File: config.mk
export PLATFORM = sky130hd
export DESIGN_NAME = bnn_feature_loader
export DESIGN_NICKNAME = d
export VERILOG_FILES = /design/src/rtl/bnn_feature_loader.sv
export SDC_FILE = /design/constraint.sdc
export NUM_CORES = 1
export LEC_CHECK = 0
export ABC_AREA = 0
export CAP_MARGIN = 20
export CORE_MARGIN = 2
export CORE_UTILIZATION = 31
export DETAILED_ROUTE_END_ITERATION = 12
export HOLD_SLACK_MARGIN = 0.02
export SYNTH_ARGS = -nofsm -noshare
export SYNTH_HDL_FRONTEND = slang
export SYNTH_SLANG_ARGS = --single-unit
File: constraint.sdc
create_clock -name clk -period 1.9 [get_ports clk]
set_input_delay 0.285 -clock clk [delete_from_list [all_inputs] [get_ports clk]]
set_output_delay 0.285 -clock clk [all_outputs]
set_load 0.03 [all_outputs]
File: src/rtl/bnn_feature_loader.sv
// bnn_feature_loader
// Collects N quantized features (B bits each) over a valid/ready handshake into
// a shadow register, then transfers the full sample to `data` and holds it for a
// HOLD-cycle compute window. The shadow refills while a window runs, so
// back-to-back samples start with no idle gap.
//
// Ports:
//   clk       rising-edge clock
//   rst       asynchronous active-low reset
//   in_valid  feature valid
//   in_feat   feature value (B bits)
//   in_ready  loader can accept a feature (combinational: !full && !flush)
//   flush     synchronous abort of the partial fill and of any running window
//   data      packed sample, feature k at data[k*B +: B]
//   start     pulse in the first cycle of a window
//   busy      high for every cycle of a window
//   done      pulse in the last cycle of a window
module bnn_feature_loader #(
  parameter int unsigned N    = 11,
  parameter int unsigned B    = 4,
  parameter int unsigned HOLD = 48
) (
  input  logic             clk,
  input  logic             rst,
  input  logic             in_valid,
  input  logic [B-1:0]     in_feat,
  output logic             in_ready,
  input  logic             flush,
  output logic [N*B-1:0]   data,
  output logic             start,
  output logic             busy,
  output logic             done
);

  localparam int unsigned W  = N * B;
  localparam int unsigned IW = $clog2(N + 1);
  localparam int unsigned CW = $clog2(HOLD + 1);

  typedef enum logic {
    S_IDLE = 1'b0,
    S_RUN  = 1'b1
  } state_t;

  state_t          state_q, state_d;
  logic [CW-1:0]   cnt_q, cnt_d;
  logic [IW-1:0]   idx_q, idx_d;
  logic [W-1:0]    shadow_q, shadow_d;
  logic [W-1:0]    data_q, data_d;
  logic            start_q, start_d;

  logic            full;
  logic            last;
  logic            accept;
  logic            xfer;

  // Handshake and window-end decode from registered state.
  always_comb begin
    full     = (idx_q == IW'(N));
    last     = (state_q == S_RUN) && (cnt_q == CW'(HOLD - 1));
    in_ready = !full && !flush;
    accept   = in_valid && in_ready;
    xfer     = full && !flush && ((state_q == S_IDLE) || last);
  end

  // Next-state: flush beats transfer, transfer beats fill/count.
  always_comb begin
    state_d  = state_q;
    cnt_d    = cnt_q;
    idx_d    = idx_q;
    shadow_d = shadow_q;
    data_d   = data_q;
    start_d  = 1'b0;

    if (flush) begin
      idx_d   = '0;
      state_d = S_IDLE;
      cnt_d   = '0;
    end else if (xfer) begin
      data_d  = shadow_q;
      idx_d   = '0;
      state_d = S_RUN;
      cnt_d   = '0;
      start_d = 1'b1;
    end else begin
      if (accept) begin
        // Decoded write avoids a variable-width part-select index.
        for (int unsigned k = 0; k < N; k++) begin
          if (idx_q == IW'(k)) begin
            shadow_d[k*B +: B] = in_feat;
          end
        end
        idx_d = idx_q + IW'(1);
      end
      if (state_q == S_RUN) begin
        if (last) begin
          state_d = S_IDLE;
          cnt_d   = '0;
        end else begin
          cnt_d = cnt_q + CW'(1);
        end
      end
    end
  end

  // State and datapath registers.
  always_ff @(posedge clk or negedge rst) begin
    if (!rst) begin
      state_q  <= S_IDLE;
      cnt_q    <= '0;
      idx_q    <= '0;
      shadow_q <= '0;
      data_q   <= '0;
      start_q  <= 1'b0;
    end else begin
      state_q  <= state_d;
      cnt_q    <= cnt_d;
      idx_q    <= idx_d;
      shadow_q <= shadow_d;
      data_q   <= data_d;
      start_q  <= start_d;
    end
  end

  // done still shows in a flush cycle; the window is aborted regardless.
  always_comb begin
    data  = data_q;
    start = start_q;
    busy  = (state_q == S_RUN);
    done  = last;
  end

endmodule

==> impl_metrics.csv, run 1 <==
group,metric,value,unit
worst_setup_path,reg2reg_from,"cnt_q[0]",
floorplanning,die-area,14500,µm²
synth,syn_nets,285,
synth,netlist_instances,272,
power,pwr_density_cell,901,nW/µm²
global_route,grt_antenna_before_repair,0,
route,wl_met1,3950,µm
worst_setup_path,crit_family,"simple AND/OR/NAND/NOR gates",
route,initialDrtViolationCount,153,
power,internal-power,3680,µW
worst_setup_path,path_buf_inv,1,
worst_setup_path,reg2regPathDepth,6,
route,drt_first_pass_iters,4,
worst_setup_path,r2r_end,"data[32]",
worst_setup_path,worst_setup_path_end_kind,"output port",
clock_network,clock_path_buffers,2,
synth,synth_top_cell_area_share,59.5,%
layout,fillCellCount,1242,
layout,nNetsFinal,351,
worst_setup_path,cp.required,1.62,ns
worst_setup_path,crit_chain,"ha_2, and4b_1, and3_1, buf_12",
route,drc,0,
worst_setup_path,max_stage_delay,0.40,ns
layout,seq_area,2500,µm²
synth,ys_top_cells_by_area,"dfrtp_1, mux2_4, mux2_2",
sta,clock_skew,0.00622,ns
clock_network,cts-buffers-inserted,9,
power,comb_power_share,11.7,%
sta,fmax,543,MHz
status,outcome,"complete, no violations",
sta,rsz0062_at_grt,"false",
power,p_leak,0.00261,µW
power,seqPwrFrac,52.3,%
global_route,grt_usage,12.1,%
clock_network,clkSinkCount,100,
global_route,grt-ovfl-total,0,
synth,syn_area,4210,µm²
placement,hpwlAfterDp,5610,µm
synth,synth_top_cell_by_area,"dfrtp_1",
floorplanning,core,13200,µm²
clock_network,cts_root_buffer,"clkbuf_16",
layout,area_growth,27.2,%
worst_setup_path,arrival,1.56,ns
worst_setup_path,crit_fanout,4,
sta,worstMarginPinSlew,0.574,ns
sta,setup_viol,0,
route,wl_met2,3700,µm
synth,yosysWarnings,0,
power,switching_share,23.7,%
power,ir_drop,0.407,mV
worst_setup_path,worstSetupPathType,"flop to output port",
floorplanning,die_y,121,µm
power,p_clk_share,36.0,%
route,maxUsedRoutingLayer,"met4",
worst_setup_path,worst-path-stages,4,
run,maxCapViolCount,0,
route,antenna_left,0,
sta,fin_crit,1.84,ns
placement,io_buffers,55,
global_route,grt_start_max_net_pins,41,
global_route,grt_pass1_vias,2502,
synth,synth.avg_cell_area,15.5,µm²
sta,slew_headroom,61.6,%
route,wl,8070,µm
layout,drive_above_1_share,37.6,%
placement,place.gp.congestion,0.794,
floorplanning,start_util,31.8,%
worst_setup_path,r2r_slack,0.13,ns
floorplanning,die_w,121,µm
sta,maxSlewViolCount,0,
power,finalPower,4820,µW
layout,multi_input_area,1610,µm²
worst_hold_path,worst_hold_path_type,"input pin to asynchronous set/reset pin",
global_route,grt_pass1_wl,13600,µm
sta,min_period_over_period,96.9,%
clock_network,htree_levels,3,
floorplanning,rows,42,
sta,hold_viol,0,
sta,finalSetupTns,0,ns
power,p_switching,1140,µW
worst_setup_path,slowest_stage,"dfrtp_1",
layout,diodes,0,
clock_network,tritoncts,"done",
route,vias,2388,
route,dr_wl_met3,284,µm
synth,synth_seq_cells,100,
route,routedWlPerCell,15.5,µm
clock_network,clkTransAtPathRegs,0.06,ns
synth,ys_seq_area_share,59.5,%
worst_setup_path,cp-start-kind,"flop",
floorplanning,ioPinCount,56,
clock_network,clkLatencyLatePin,0.34,ns
route,via_per_inst,4.60,
synth,ys_types,36,
repair_timing:
action / in CTS / in global routing
pin swaps: 1 / 0
endpoints found under the hold margin: 15 / 0
gates cloned: 0 / 0
hold buffers: 1 / 0
resized for setup: 2 / 3
setup buffers: 1 / 0
setup endpoints to repair: 1 / 3
per-layer routing:
metal | up-vias | track usage (%)
met5 | - | 0
met4 | 0 | 4.22
met3 | 13 | 2.83
met2 | 44 | 18.1
met1 | 1234 | 17.2
li1 | 1097 | -
worst reg2reg max path: stages, from the launching register on:
cell,delay (ns)
dfrtp_1,0.38
ha_2,0.21
nand4b_1,0.16
o21ai_2,0.20
nand4_4,0.13
buf_12,0.22
mux2_4,0.35
cell usage after synthesis:
library cell  instances
and3b_1               1
nor3_1                3
xnor2_1               1
nand2b_1              1
ha_1                  5
a22o_1                2
nor2b_1               3
a211oi_1              1
nor3b_1               1
nand2_1               6
o21ai_0               6
nor2_4                1
nand4_1               1
nor2_1                4
buf_6                 4
nor2_2                1
a32o_1                1
nand3_1               1
or2_0                 1
dfrtp_1             100
buf_2                 8
mux2_2               49
inv_1                 4
mux2_4               39
a21oi_1               3
mux2i_1               1
nand4_4               1
o21ai_2               1
a31oi_1               1
and3_1                9
and4b_1               2
nand4b_1              3
clkbuf_1              4
xor2_1                1
o31ai_1               1
a21o_1                1
cells in the final DEF, fill, tap and decap left out, types with 2 or more instances in the layout:
cell,netlist,routed
nor2b_1,3,3
clkinvlp_4,0,2
clkbuf_8,0,3
mux2_2,49,49
nand4b_1,3,3
clkdlybuf4s50_1,0,52
clkbuf_16,0,9
a22o_1,2,2
ha_1,5,3
buf_4,0,14
dfrtp_1,100,98
and4b_1,2,2
a21oi_1,3,3
nor2_1,4,4
o21ai_0,6,6
nand2_1,6,6
nor3_1,3,3
inv_1,4,4
mux2_4,39,39
dfrtp_2,0,2
and3_1,9,9
buf_12,0,4
cell families after synthesis:
kind of cell	Yosys count	synth area share (%)
AO/OA/AOI/OAI	17	2.62
XOR/XNOR	2	0.416
adder cells (fa/ha/maj)	5	1.49
buffers and inverters	20	2.74
flip-flops	100	59.5
multiplexers	89	27.3
AND/OR/NAND/NOR	39	6.01
flip-flops by register name, summed over array words and instances (netlist names):
name	count
data	44
shadow_q	44
cnt_q	6
idx_q	4
busy	1
start	1
worst max-delay path by stage:
| stage | startpoint | end |
|---|---|---|
| after CTS | cnt_q[0] | done |
| after global placement | flush | shadow_q[37] |
| after floorplan | idx_q[0] | idx_q[0] |
| after global routing | idx_q[0] | in_ready |
| final | cnt_q[0] | done |
| after detailed placement | flush | shadow_q[39] |
per-stage QoR:
| stage | hold WS (ns) | cell area, µm² | std cells | utilization, % | setup WS [ns] |
|---|---|---|---|---|---|
| floorplan | -0.0106 | 4210 | 272 | - | 0.218 |
| CTS | 0.361 | 5340 | 519 | 40.3 | 0.00762 |
| finish | 0.358 | 5350 | 519 | 40.4 | 0.0596 |
| global route | 0.377 | 5350 | 519 | 40.4 | 0.00313 |
| detailed placement | 0.172 | 5030 | 501 | 38.0 | -0.0452 |
| global placement | 0.170 | 5030 | 501 | 38.0 | -0.0290 |
power groups by stage:
stage               sequential, µW  clock (µW)  combinational, µW
floorplan                     2570           0                312
global placement              2560           0                550
detailed placement            2570           0                567
CTS                           2530        1800                572
global route                  2560        1880                619
finish                        2520        1730                563
area by class of cell:
class / count / area share (%)
Clock buffer: 13 / 5.05
Clock inverter: 3 / 0.374
Inverter: 4 / 0.281
Multi-Input combinational cell: 152 / 30.0
Sequential cell: 100 / 46.8
Tap cell: 176 / 4.12
Timing Repair Buffer: 71 / 13.4
No activity file was read; power rests on OpenSTA's default activity.
==> inputs of run 2 (changes only) <==
--- a/config.mk
+++ b/config.mk
@@ -6,11 +6,13 @@
 export NUM_CORES = 1
 export LEC_CHECK = 0
 export ABC_AREA = 0
-export CAP_MARGIN = 20
+export CAP_MARGIN = 15
 export CORE_MARGIN = 2
 export CORE_UTILIZATION = 31
 export DETAILED_ROUTE_END_ITERATION = 12
 export HOLD_SLACK_MARGIN = 0.02
+export SKIP_LAST_GASP = 1
 export SYNTH_ARGS = -nofsm -noshare
 export SYNTH_HDL_FRONTEND = slang
 export SYNTH_SLANG_ARGS = --single-unit
+export TNS_END_PERCENT = 10
==> run 2 against run 1 <==
  * Sequential share of layout area about the same
  * Register-to-register slack about the same
  * Sequential power about the same
  * Critical path depth unchanged
  * Via count unchanged
  * Critical path type unchanged
  * Design area about the same
  * Largest power group unchanged
  * Clock skew unchanged
  * Largest cell class unchanged
  * Highest routed layer unchanged
  * Worst hold slack unchanged
  * Setup slack about the same
  * Non-clock buffer count unchanged
==> impl_metrics.csv, run 2 (synthesis gave the netlist of run 1 again) <==
group,metric,value,unit
status,outcome,"complete, no violations",
global_route,grt_pass1_wl,13600,µm
sta,min_period_over_period,96.9,%
sta,maxSlewViolCount,0,
layout,final_common_cell,"dfrtp_1",
power,pwr_density_cell,901,nW/µm²
power,p_leak,0.00262,µW
floorplanning,die-area,14500,µm²
clock_network,cts-buffers-inserted,9,
global_route,grtUsageMet2,18.1,%
sta,holdWs,0.358,ns
sta,worstMarginPinSlew,0.574,ns
floorplanning,core,13200,µm²
global_route,busiest_layer,"met2",
global_route,grt_util_met3,2.83,%
layout,nNetsFinal,351,
sta,hold_viol,0,
worst_setup_path,reg2reg_from,"cnt_q[0]",
clock_network,cts_root_buffer,"clkbuf_16",
layout,area_growth,27.1,%
global_route,grt_start_max_net_pins,41,
clock_network,clkTransAtPathRegs,0.06,ns
run,maxCapViolCount,0,
power,finalPower,4820,µW
route,antenna_left,0,
sta,fmax,543,MHz
global_route,grt_usage,12.1,%
route,via_per_inst,4.60,
clock_network,htree_levels,3,
clock_network,clkSinkCount,100,
worst_setup_path,cp-start-kind,"flop",
placement,place.gp.congestion,0.794,
worst_setup_path,crit_start,"cnt_q[0]",
placement,io_buffers,55,
floorplanning,die_y,121,µm
clock_network,clock_path_buffers,2,
placement,hpwlAfterDp,5610,µm
sta,clock_skew,0.00622,ns
layout,diodes,0,
sta,setup_viol,0,
layout,final_core_utilization,40.4,%
worst_setup_path,reg2regPathDepth,6,
clock_network,clkLatencyLatePin,0.34,ns
sta,final.setup.worst_slack,0.0596,ns
worst_setup_path,arrival,1.56,ns
floorplanning,start_util,31.8,%
global_route,grt_pass1_vias,2502,
route,vias,2388,
placement,dp_cells,501,
worst_setup_path,worst_setup_path_end_kind,"output port",
floorplanning,die_w,121,µm
worst_setup_path,cp.required,1.62,ns
global_route,grt-ovfl-total,0,
sta,rsz0062_at_grt,"true",
route,drc,0,
layout,drive_above_1_share,37.3,%
sta,slew_headroom,61.6,%
worst_hold_path,worst_hold_path_type,"input pin to asynchronous set/reset pin",
global_route,met1_usage,17.2,%
clock_network,tritoncts,"done",
route,wl,8070,µm
sta,fin_crit,1.84,ns
global_route,grt_antenna_before_repair,0,
floorplanning,rows,42,
floorplanning,ioPinCount,56,
route,initialDrtViolationCount,153,
power,ir_drop,0.407,mV
worst_setup_path,crit_fanout,4,
worst_setup_path,worstSetupPathType,"flop to output port",
layout,final_cell_mix,"dfrtp_1, clkdlybuf4s50_1, mux2_2",
route,drt_first_pass_iters,4,
placement,place_ws,-0.0452,ns
layout,layout.cells.non_filler,519,
route,routedWlPerCell,15.5,µm
## run 2: cell types whose count changed in the layout (fill, tap and decap cells not counted)
cell | before | now
dfrtp_1 | 98 | 99
dfrtp_2 | 2 | 1
## run 2: area by class of cell
type / instances / area [µm²]
well taps: 176 / 220
flip-flops and latches: 100 / 2500
fillers: 1243 / 7890
repair buffers: 71 / 716
inverters: 4 / 15.0
clock inverters: 3 / 20.0
multi-input cells: 152 / 1610
clock buffers: 13 / 270
## run 2: per-layer routing
| layer | part of all wire (%) | wire, µm |
|---|---|---|
| met1 | 49 | 3950 |
| met2 | 46 | 3700 |
| met3 | 3.5 | 284 |
| met4 | 1.7 | 140 |
| met5 | 0 | 0 |
## run 2: timing repair
| item | CTS | global route |
|---|---|---|
| pin swaps | 1 | 0 |
| gates resized for setup | 2 | 2 |
| hold buffers | 1 | 0 |
| setup buffers | 1 | 0 |
| hold endpoints to repair | 15 | 0 |
| setup endpoints to repair | 1 | 3 |
## run 2: metrics by stage
stage	setup TNS, ns	area [µm²]
finish	0	5350
CTS	0	5340
global route	-0.00655	5350
floorplan	0	4210
detailed placement	-0.200	5030
global placement	-0.115	5030
## run 2: final timing paths
path	endpoint	slack (ns)
setup / recovery	done	0.06
hold / removal	data[32]	0.36
setup reg to reg	data[32]	0.13
hold reg to reg	data[35]	0.50
max in group asynchronous	shadow_q[14]	0.97
min in group clk	data[35]	0.50
## run 2: where the power goes
group / internal [µW] / leakage [µW] / switching [µW]
clock: 993 / 0.000138 / 741
combinational: 312 / 0.00112 / 251
sequential: 2370 / 0.00135 / 149
total: 3680 / 0.00262 / 1140
## run 2: worst max-delay path: stages, from the launching register on
cell and delay [ns]:
dfrtp_1 0.40, ha_2 0.21, and4b_1 0.23, and3_1 0.22, buf_12 0.14
==> inputs of run 3 (changes only) <==
--- a/config.mk
+++ b/config.mk
@@ -11,6 +11,7 @@
 export CORE_UTILIZATION = 31
 export DETAILED_ROUTE_END_ITERATION = 12
 export HOLD_SLACK_MARGIN = 0.02
+export SETUP_SLACK_MARGIN = 0.5
 export SKIP_LAST_GASP = 1
 export SYNTH_ARGS = -nofsm -noshare
 export SYNTH_HDL_FRONTEND = slang
==> run 3 against run 2 <==
  * Count of clock-buffer cells in the layout is 2 lower
  * Via count is 1.8% higher
  * Power rose by 2.9%
  * Utilization up 0.99 points
  * Global-route usage rose by 0.12 points
  * Critical path depth did not move
  * Register-to-register slack improved by 0.04 ns
  * Critical path type unchanged
  * Sequential power is essentially flat
  * Largest cell class unchanged
==> impl_metrics.csv, run 3 (synthesis gave the netlist of run 1 again) <==
group,metric,value,unit
status,outcome,"complete, no violations",
clock_network,cts_root_buffer,"clkbuf_16",
worst_setup_path,arrival,1.48,ns
sta,clock_skew,0.00872,ns
worst_setup_path,worstSetupPathType,"flop to output port",
sta,setup_viol,0,
worst_setup_path,max_stage_delay,0.39,ns
clock_network,tritoncts,"done",
placement,io_buffers,55,
route,initialDrtViolationCount,137,
worst_setup_path,path_buf_inv,1,
floorplanning,start_util,31.8,%
power,ir_drop,0.457,mV
layout,nNetsFinal,360,
layout,final_cell_mix,"dfrtp_1, clkdlybuf4s50_1, mux2_2",
worst_setup_path,crit_family,"simple AND/OR/NAND/NOR gates",
route,wl,8320,µm
layout,area_growth,30.3,%
worst_setup_path,crit_chain,"ha_2, and4b_1, and3_4, buf_12",
worst_setup_path,worst_setup_path_end_kind,"output port",
global_route,grt_antenna_before_repair,0,
route,via_per_inst,4.60,
layout,layout.cells.non_filler,528,
worst_setup_path,slowest_stage,"dfrtp_1",
sta,hold_viol,0,
worst_setup_path,crit_end,"done",
worst_setup_path,worst-path-stages,4,
layout,final_core_utilization,41.4,%
layout,final_common_cell,"dfrtp_1",
run,maxCapViolCount,0,
sta,fin_crit,1.77,ns
global_route,grt_pass1_wl,13700,µm
layout,seq_area,2510,µm²
floorplanning,die_y,121,µm
route,vias,2430,
worst_setup_path,r2r_slack,0.17,ns
floorplanning,die_w,121,µm
layout,diodes,0,
worst_setup_path,reg2reg_from,"cnt_q[0]",
global_route,grt_start_max_net_pins,46,
sta,maxSlewViolCount,0,
route,drc,0,
floorplanning,die-area,14500,µm²
floorplanning,core,13200,µm²
sta,worstMarginPinSlew,0.604,ns
sta,rsz0062_at_grt,"true",
worst_setup_path,cp-start-kind,"flop",
power,pwr_density_cell,905,nW/µm²
clock_network,cts-buffers-inserted,9,
floorplanning,ioPinCount,56,
clock_network,htree_levels,3,
placement,dp_cells,500,
route,antenna_left,0,
sta,slew_headroom,59.6,%
route,routedWlPerCell,15.8,µm
sta,min_period_over_period,93.0,%
layout,multi_input_area,1630,µm²
clock_network,clkTransAtPathRegs,0.07,ns
clock_network,clkLatencyLatePin,0.34,ns
worst_hold_path,worst_hold_path_type,"input pin to asynchronous set/reset pin",
worst_setup_path,cp.required,1.62,ns
worst_setup_path,crit_start,"cnt_q[1]",
worst_setup_path,reg2regPathDepth,6,
worst_setup_path,r2r_end,"data[31]",
power,p_leak,0.00268,µW
global_route,grt_pass1_vias,2518,
placement,place.gp.congestion,0.789,
global_route,grt_usage,12.2,%
global_route,grt-ovfl-total,0,
sta,fmax,566,MHz
worst_setup_path,crit_fanout,4,
layout,drive_above_1_share,41.2,%
placement,hpwlAfterDp,5630,µm
clock_network,clkSinkCount,100,
route,drt_first_pass_iters,4,
clock_network,clock_path_buffers,2,
layout,fillCellCount,1235,
floorplanning,rows,42,
run 3: cell count changes in the layout (fill, tap and decap cells not counted), sizes merged:
| cell | before | now |
|---|---|---|
| inv | 4 | 5 |
| clkdlybuf4s50 | 52 | 51 |
| clkbuf | 13 | 11 |
| bufinv | 0 | 1 |
| clkdlybuf4s15 | 0 | 1 |
| buf | 18 | 27 |
| clkinv | 1 | 2 |
| clkinvlp | 2 | 1 |
run 3: metal layers:
metal	share of wire, %	vias to the layer above	track usage [%]
li1	-	1116	-
met1	48	1261	16.9
met2	47	44	18.5
met3	3.8	9	3.25
met4	1.3	0	4.36
met5	0	-	0
run 3: timing repair:
item,4_1_cts,5_1_grt
gates resized for setup,12,6
hold buffers,1,0
hold endpoints to repair,21,0
buffers inserted,9,2
setup endpoints to repair,146,147
pin swaps,2,1
run 3: per-stage QoR:
step                      total power [µW]  hold WS [ns]  cell area (µm²)  TNS (ns)  worst slack [ns]
after floorplan                       2880       -0.0106             4220         0             0.282
after global placement                3110         0.204             5030    -0.256           -0.0651
after detailed placement              3140         0.203             5030    -0.230           -0.0585
after CTS                             5030         0.387             5450         0             0.140
after global routing                  5200         0.400             5480         0            0.0499
final                                 4960         0.386             5480         0             0.133
run 3: worst min-delay path by stage:
| stage | end | slack [ns] | cells past startpoint |
|---|---|---|---|
| after floorplan | busy | -0.01 | 0 |
| after global placement | data[35] | 0.20 | 1 |
| after CTS | shadow_q[31] | 0.39 | 2 |
| after detailed placement | data[35] | 0.20 | 1 |
| final | data[28] | 0.39 | 2 |
| after global routing | data[7] | 0.40 | 2 |
run 3: layout make-up:
type | instances | share of cell area, %
flip-flops and latches | 100 | 45.7
multi-input cells | 152 | 29.7
repair buffers | 80 | 14.8
clock buffers | 11 | 4.43
well taps | 176 | 4.02
clock inverters | 5 | 1.10
inverters | 4 | 0.274
run 3: where the power goes:
part | switching [µW] | total [µW] | internal [µW]
registers | 158 | 2530 | 2370
clock network | 776 | 1840 | 1060
logic | 260 | 591 | 330
